[config.mk]
export PLATFORM = sky130hd
export DESIGN_NAME = branch_predictor
export DESIGN_NICKNAME = d
export VERILOG_FILES = /design/src/rtl/branch_predictor_pkg.sv /design/src/rtl/branch_predictor_sat_counter2.sv /design/src/rtl/branch_predictor.sv
export SDC_FILE = /design/constraint.sdc
export NUM_CORES = 1
export LEC_CHECK = 0
export CELL_PAD_IN_SITES_DETAIL_PLACEMENT = 0
export CELL_PAD_IN_SITES_GLOBAL_PLACEMENT = 2
export CORE_MARGIN = 5
export CORE_UTILIZATION = 42
export CTS_CLUSTER_DIAMETER = 50
export CTS_CLUSTER_SIZE = 28
export DETAILED_ROUTE_END_ITERATION = 8
export PLACE_DENSITY = 0.72
export SYNTH_ARGS = -nofsm -noshare
export SYNTH_HDL_FRONTEND = slang
export SYNTH_SLANG_ARGS = --single-unit
[constraint.sdc]
create_clock -name clk -period 4.8 [get_ports clk]
set_input_delay 0.48 -clock clk [delete_from_list [all_inputs] [get_ports clk]]
set_output_delay 0.48 -clock clk [all_outputs]
set_load 0.02 [all_outputs]
[src/rtl/branch_predictor_pkg.sv]
// Shared definitions for the branch predictor: table geometry default,
//    2-bit counter encodings and the counter value loaded at reset.
// Latency: n/a (types and constants only). Backpressure: n/a.
package branch_predictor_pkg;

   localparam int INDEX_BITS_DEFAULT = 4;

   typedef enum logic [1:0] {
      CTR_SNT = 2'b00,   // strongly not-taken
      CTR_WNT = 2'b01,   // weakly not-taken
      CTR_WT  = 2'b10,   // weakly taken
      CTR_ST  = 2'b11    // strongly taken
   } ctr_e;

   localparam logic [1:0] CTR_INIT_DEFAULT = CTR_WNT;

   // Sequential fetch address; wraps naturally at 32 bits.
   function automatic logic [31:0] seq_pc(input logic [31:0] pc);
      return pc + 32'd4;
   endfunction

endpackage

[src/rtl/branch_predictor_sat_counter2.sv]
// 2-bit saturating up/down counter, next-value only (no state held here).
// Latency: combinational. Backpressure: none.
// Ports: ctr_i current value, up_i 1=increment/0=decrement, ctr_o next value.
module sat_counter2
   import branch_predictor_pkg::*;
(
   input  logic [1:0] ctr_i,
   input  logic       up_i,
   output logic [1:0] ctr_o
);

   always_comb begin
      ctr_o = ctr_i;
      if (up_i) begin
         if (ctr_i != CTR_ST) ctr_o = ctr_i + 2'd1;
      end else begin
         if (ctr_i != CTR_SNT) ctr_o = ctr_i - 2'd1;
      end
   end

endmodule

[src/rtl/branch_predictor.sv]
// Direct-mapped BTB with 2-bit counters; predicts fetch PC, trains on ID-stage resolution.
// Latency: lookup and mispredict/redirect are combinational; table/counts update next edge.
// Backpressure: none; one resolution accepted every cycle res_valid is high.
// Ports: clk/rst (sync, active-high); if_pc -> pred_taken/pred_target;
//    res_* resolution inputs -> mispredict/redirect_pc; branch_count/miss_count statistics.
module branch_predictor
   import branch_predictor_pkg::*;
#(
   parameter int         INDEX_BITS = INDEX_BITS_DEFAULT,
   parameter logic [1:0] CTR_INIT   = CTR_INIT_DEFAULT
) (
   input  logic        clk,
   input  logic        rst,
   input  logic [31:0] if_pc,
   output logic        pred_taken,
   output logic [31:0] pred_target,
   input  logic        res_valid,
   input  logic [31:0] res_pc,
   input  logic        res_taken,
   input  logic [31:0] res_target,
   input  logic        res_pred_taken,
   output logic        mispredict,
   output logic [31:0] redirect_pc,
   output logic [15:0] branch_count,
   output logic [15:0] miss_count
);

   localparam int ENTRIES = 2 ** INDEX_BITS;
   localparam int TAG_W   = 32 - INDEX_BITS - 2;

   logic             valid_q  [ENTRIES];
   logic             valid_d  [ENTRIES];
   logic [TAG_W-1:0] tag_q    [ENTRIES];
   logic [TAG_W-1:0] tag_d    [ENTRIES];
   logic [31:0]      target_q [ENTRIES];
   logic [31:0]      target_d [ENTRIES];
   logic [1:0]       ctr_q    [ENTRIES];
   logic [1:0]       ctr_d    [ENTRIES];

   logic [15:0] branch_count_q, branch_count_d;
   logic [15:0] miss_count_q,   miss_count_d;

   // Word-aligned PCs: bits [1:0] never participate in index or tag.
   logic [INDEX_BITS-1:0] if_idx, res_idx;
   logic [TAG_W-1:0]      if_tag, res_tag;
   logic                  if_hit, res_hit;
   logic [1:0]            ctr_sat;
   logic [1:0]            ctr_new;
   logic                  unused_pc_bits;

   assign if_idx  = if_pc[INDEX_BITS+1:2];
   assign if_tag  = if_pc[31:INDEX_BITS+2];
   assign res_idx = res_pc[INDEX_BITS+1:2];
   assign res_tag = res_pc[31:INDEX_BITS+2];
   assign unused_pc_bits = ^{if_pc[1:0], res_pc[1:0]};

   // Lookup reads the registered table only, so a same-cycle update to
   // the same index is not bypassed; it shows up on the next cycle.
   assign if_hit      = valid_q[if_idx] && (tag_q[if_idx] == if_tag);
   assign pred_taken  = if_hit && ctr_q[if_idx][1];
   assign pred_target = pred_taken ? target_q[if_idx] : seq_pc(if_pc);

   assign mispredict  = res_valid && (res_taken != res_pred_taken);
   assign redirect_pc = res_taken ? res_target : seq_pc(res_pc);

   assign res_hit = valid_q[res_idx] && (tag_q[res_idx] == res_tag);

   sat_counter2 u_sat_counter2 (
      .ctr_i (ctr_q[res_idx]),
      .up_i  (res_taken),
      .ctr_o (ctr_sat)
   );

   // A tag miss replaces the entry and restarts its counter on the weak
   // side of the actual outcome rather than training the old history.
   assign ctr_new = res_hit ? ctr_sat : (res_taken ? CTR_WT : CTR_WNT);

   always_comb begin
      valid_d        = valid_q;
      tag_d          = tag_q;
      target_d       = target_q;
      ctr_d          = ctr_q;
      branch_count_d = branch_count_q;
      miss_count_d   = miss_count_q;
      if (res_valid) begin
         valid_d[res_idx]  = 1'b1;
         tag_d[res_idx]    = res_tag;
         target_d[res_idx] = res_target;
         ctr_d[res_idx]    = ctr_new;
         if (branch_count_q != 16'hFFFF) branch_count_d = branch_count_q + 16'd1;
         if (mispredict && (miss_count_q != 16'hFFFF)) miss_count_d = miss_count_q + 16'd1;
      end
   end

   always_ff @(posedge clk) begin
      if (rst) begin
         for (int i = 0; i < ENTRIES; i++) begin
            valid_q[i] <= 1'b0;
            ctr_q[i]   <= CTR_INIT;
         end
         branch_count_q <= 16'd0;
         miss_count_q   <= 16'd0;
      end else begin
         valid_q        <= valid_d;
         ctr_q          <= ctr_d;
         branch_count_q <= branch_count_d;
         miss_count_q   <= miss_count_d;
      end
   end

   // Tag/target are not cleared by reset (valid masks them), but a
   // resolution arriving during reset is still dropped.
   always_ff @(posedge clk) begin
      if (!rst) begin
         tag_q    <= tag_d;
         target_q <= target_d;
      end
   end

   assign branch_count = branch_count_q;
   assign miss_count   = miss_count_q;

endmodule

==> metrics.txt, run 1 <==
vias per std cell=6.26; Ports=199; final instance area=54200 um2; final std cells w/o fill=4414; Main synth FF type=edfxtp_1; fillers=8655; nature of the critical path startpoint=primary input; R2R cell count=11; Die Ht=339 um; Worst Setup SP=if_pc[2]; Placeable Area=107000 um2; final setup fails=0; Setup Crit Path Kind=in -> out; worst-path fanout max=17; number of synthesized register bits=1008; die width=339 um; Hold WS=0.388 ns; register area share after synthesis=64.7%; Crit path required time=4.32 ns; Clock transition at path regs=0.06 ns; TritonRoute pass-1 iters=6; max-slew violations=0; reg2reg start=tag_q[213]$_DFFE_PP_; metal2 WL=68.4 mm; Worst Hold Class=in -> reg; Max Root-Sink Buffers=3; CP endpoint kind=primary output; PortBufs=198; First DRT Iteration DRCs=3320; Ys Warns=0; number of global-route vias before repair=27653; die area=115000 um2; Max Fclk=213 MHz; DP Area=50600 um2; Final WS setup=0.0992 ns; Peak VDD IR=0.306 mV; clk sinks=1008; Rel. slew slack=18.8%; total grt overflow=0; post-placement cell count=4205; layout cell share with drive strength beyond 1=30.3%; detailed placer's ending HPWL=92.8 mm; Final Cycle Share=97.9%; initial core utilization=42.4%; Worst Path Arrival=4.22 ns; Worst-Skew Late Latency=0.71 ns; GPL Wtd Cong=0.884; RSZ-0062 raised after global routing=true; hold path depth=2; nets@finish=3021; drc violations=0; CTS HTree Levels=3; syn_nets=2660; largest net degree at the start of global routing=108; footprint of the multi-input gates=15200 um2; Hold Path Origin=rst; CTS tree=yes; Fin. Hold Viols=0; post-synthesis cell count=2552; clk_skew=0.0273 ns; hold_buf cts=0; CTS Buf Count=108; first-pass GRT wire length=206 mm; pre-CTS setup slack=-0.213 ns; status=finished clean; Synth Area per Inst=17.8 um2; clk root buf=clkbuf_16; Synth-to-Final Area Change=19.2%; register area=29500 um2; fin util=50.5%; Power Density=373 nW/um2; routed wire length on met3=13.2 mm; Synth async-reset ratio=0%; max-cap check violation count=0; leakage=17.6 nW; synth unique cells=70; crit path time final=4.70 ns; Via Count=27613; most common cell after layout, fill and taps aside=edfxtp_1; Row Count=120; routed length on met1=60.7 mm; worst slew pin tran=1.22 ns; most frequent cells in the layout=928 x edfxtp_1, 377 x mux4_2, 201 x buf_4, 153 x clkdlybuf4s50_1, 126 x nand2_1; WL/cell=32.9 um; Antenna Nets Post-Route=0; initial antenna violation count=3; gr usage total=24.8%; mapped cell area=45500 um2; final wirelength=145 mm; EDFF count, synth=928; highest metal used=met4
==> metrics by stage <==
stage,TNS (ns),total power [mW]
finish,0,20.2
global route,-0.0282,20.8
CTS,0,20.4
global placement,-6.81,11.7
detailed placement,-5.78,11.8
floorplan,0,10.9
==> worst max-delay path, stage by stage <==
cell     delay [ns]
buf_8          0.23
buf_12         0.18
buf_4          0.17
mux4_2         0.50
mux4_2         0.53
xnor2_1        0.38
buf_4          0.18
nand4_1        0.07
or4_1          0.54
nor4_1         0.52
buf_4          0.26
buf_4          0.15
==> timing repair <==
| item | 4_1_cts | 5_1_grt |
|---|---|---|
| gates resized for setup | 77 | 33 |
| endpoints found under the setup margin | 32 | 9 |
| buffers inserted | 1 | 1 |
| gates cloned | 0 | 0 |
| pin swaps | 1 | 2 |
==> power by group <==
group          internal (mW)  switching [mW]  total (mW)
registers               9.69          0.0415        9.73
logic                  0.796            1.05        1.85
clock network           4.69            3.95        8.64
==> synthesized netlist by cell type (6+ instances only) <==
library cell / n / area, um2
buf_4: 24 / 180
nor4_1: 8 / 50.1
mux2_4: 29 / 435
xnor2_1: 87 / 762
edfxtp_1: 928 / 27900
buf_2: 28 / 140
clkbuf_1: 91 / 342
a21oi_1: 39 / 195
a221oi_1: 7 / 61.3
mux2i_1: 91 / 911
buf_1: 20 / 75.1
nand2_1: 126 / 473
and4_1: 9 / 78.8
nand3b_1: 16 / 120
a22oi_1: 28 / 210
inv_1: 27 / 101
or3_1: 20 / 125
mux2_2: 11 / 124
o21ai_0: 56 / 280
ha_1: 7 / 87.6
o221ai_1: 19 / 166
buf_6: 14 / 158
nor2_1: 114 / 428
o211ai_1: 18 / 135
xor2_1: 34 / 298
or2_2: 6 / 37.5
nor3_1: 10 / 50.1
and3_1: 17 / 106
mux4_2: 377 / 8490
dfxtp_1: 80 / 1600
o311ai_0: 18 / 158
nor2b_1: 6 / 37.5
nand4_1: 31 / 194
nand3_1: 80 / 400
nand2b_1: 7 / 43.8
==> routing by layer <==
layer	track usage, %	vias to the layer above
met5	0	-
met1	35.9	14678
met4	5.36	0
met2	39.2	1473
met3	5.27	183
li1	-	11279
==> final cells by class <==
class	instances	area share [%]
Antenna cell	3	0.0138
Clock buffer	115	5.07
Clock inverter	90	1.79
Inverter	28	0.194
Multi-Input combinational cell	1338	28.0
Sequential cell	1008	54.3
Tap cell	1403	3.24
Timing Repair Buffer	429	7.40
==> logic make-up (layout without fill, tap and decap cells) <==
group	after synthesis	after routing	synth area share (%)
AOI/OAI and AO/OA	231	231	3.54
other	0	3	0
and+or+nand+nor	471	471	5.08
xor gates and xnor gates	121	121	2.33
adders and majority gates	7	7	0.192
DFF	1008	1008	64.7
buffers and inverters	206	662	2.23
muxes	508	508	21.9
==> sequential cells by signal, summed over array words and instances (netlist names) <==
signal        cells
branch_count     16
ctr_q            32
miss_count       16
tag_q           416
target_q        512
valid_q          16
==> final timing paths <==
kind / end / slack [ns]
worst max register to register: ctr_q[19]$_SDFFE_PP0P_ / 1.23
worst max-delay path: pred_taken / 0.1
worst min register to register: ctr_q[0]$_SDFFE_PP1P_ / 0.48
worst min-delay path: branch_count[13]$_SDFFE_PP0P_ / 0.39
(Power assumes the default switching activity.)
==> run 2: changes to the inputs <==
SKIP_CTS_REPAIR_TIMING = 1   (was default)
==> metrics.txt, run 2 (synthesis results as in run 1) <==
Synth-to-Final Area Change=19.5%; final setup fails=0 (unchanged); worst-path fanout max=17 (unchanged); WL/cell=32.9 um (about the same); CP bufs+invs=6 (unchanged); first-pass GRT wire length=206 mm (about the same); Antenna Nets Post-Route=0 (unchanged); nature of the critical path startpoint=primary input; RSZ-0062 raised after global routing=true; fillers=8634 (-0.24%); vias per std cell=6.26 (about the same); met1 Usage GRT=35.8% (-0.062 points); Crit path top cell by count=buf_4; TritonRoute pass-1 iters=6 (unchanged); max FFs per register=512 (unchanged); most frequent cells in the layout=928 x edfxtp_1, 377 x mux4_2, 200 x buf_4, 153 x clkdlybuf4s50_1, 126 x nand2_1; Crit path required time=4.32 ns (about the same); die width=339 um (unchanged); Max stage delay on crit path=0.54 ns (about the same); most common cell after layout, fill and taps aside=edfxtp_1; Max Root-Sink Buffers=3 (unchanged); Setup Crit Path Kind=in -> out; Placeable Area=107000 um2 (unchanged); Overall Power=20.2 mW (about the same); Worst Path Arrival=4.26 ns (+0.04 ns); pre-CTS setup slack=-0.213 ns (unchanged); Max Fclk=211 MHz (-0.80%); max-cap check violation count=0 (unchanged); clk root buf=clkbuf_16; gr usage total=24.8% (about the same); Fin. Hold Viols=0 (unchanged); Peak VDD IR=0.305 mV (-0.28%); number of global-route vias before repair=27659 (+0.022%); Clock transition at path regs=0.07 ns (about the same); nets@finish=3021 (unchanged); total grt overflow=0 (unchanged); Final Cycle Share=98.7% (+0.79 points); critical-path cell list=buf_8 -> buf_12 -> buf_4 -> mux4_2 -> mux4_2 -> xnor2_1 -> buf_4 -> nand4_1 -> or4_1 -> nor4_1 -> buf_4 -> buf_4; GPL Wtd Cong=0.884 (unchanged); family with the most delay on the worst path=buffers and inverters; CTS tree=yes; critical path's slowest cell=or4_1; crit path time final=4.74 ns (+0.0381 ns); R2R Setup Slk=1.19 ns (-0.04 ns); busiest grt layer=met2; CP endpoint kind=primary output; Power Density=372 nW/um2 (-0.23%); layout cell share with drive strength beyond 1=29.8% (-0.50 points); final wirelength=145 mm (about the same); detailed placer's ending HPWL=92.8 mm (unchanged); First DRT Iteration DRCs=3560 (+7.2%); Worst Hold Class=in -> reg; clk_skew=0.0291 ns (+0.00182 ns); CTS Buf Count=108 (unchanged); initial core utilization=42.4% (unchanged); Final WS setup=0.0611 ns (-0.0381 ns); Die Ht=339 um (unchanged); Ports=199 (unchanged); leakage=17.7 nW (+0.94%); Worst-Skew Late Latency=0.71 ns (about the same); biggest regs=target_q x512, tag_q x416, ctr_q x32; Rel. slew slack=20.4% (+1.7 points); Most flops, register=target_q; PortBufs=198 (unchanged); Row Count=120 (unchanged); clk sinks=1008 (unchanged); max-slew violations=0 (unchanged); die area=115000 um2 (unchanged); drc violations=0 (unchanged); status=finished clean; M3 GR Usage=5.33% (+0.056 points); initial antenna violation count=4 (+1); largest net degree at the start of global routing=108 (unchanged); met2 Usage GRT=39.2% (about the same); Via Count=27624 (+0.040%); CTS HTree Levels=3 (unchanged); worst slew pin tran=1.19 ns (-0.0248 ns)
run 2: area by class of cell:
type / instances / area, um2 / share of cell area, %
clock inverters: 90 / 973 / 1.79
diodes: 3 / 7.51 / 0.0138
flip-flops and latches: 1008 / 29500 / 54.2
multi-input cells: 1338 / 15200 / 27.9
well taps: 1403 / 1760 / 3.23
inverters: 28 / 105 / 0.193
clock buffers: 115 / 2750 / 5.06
repair buffers: 429 / 4140 / 7.61
run 2: layer usage:
| layer | routed length [um] | up-vias | part of all wire [%] |
|---|---|---|---|
| met5 | 11 | - | 0.0076 |
| met4 | 3120 | 2 | 2.1 |
| met3 | 13100 | 192 | 9.0 |
| met2 | 68400 | 1484 | 47 |
| met1 | 60800 | 14663 | 42 |
| li1 | - | 11283 | - |
run 2: worst paths after layout:
path	end	cells past startpoint	start
worst max register to register	ctr_q[19]$_SDFFE_PP0P_	11	tag_q[213]$_DFFE_PP_
worst max-delay path	pred_taken	12	if_pc[2]
worst min-delay path	branch_count[13]$_SDFFE_PP0P_	2	rst
worst min register to register	ctr_q[0]$_SDFFE_PP1P_	2	ctr_q[0]$_SDFFE_PP1P_
run 2: where the power goes:
part / switching [mW] / internal, mW / leakage (nW)
Sequential: 0.0413 / 9.69 / 9.01
Clock: 3.95 / 4.69 / 1.81
Combinational: 1.05 / 0.800 / 6.92
run 2: metrics by stage:
step	TNS [ns]	hold WS [ns]	cell area, um2	instances	utilization [%]
2_1_floorplan	0	0.441	45500	2552	-
3_3_place_gp	-6.81	0.454	50600	4205	47.2
3_5_place_dp	-5.78	0.471	50600	4205	47.2
4_1_cts	-11.57	0.377	54400	4410	50.6
5_1_grt	-0.0679	0.434	54400	4411	50.6
6_report	0	0.389	54400	4414	50.6
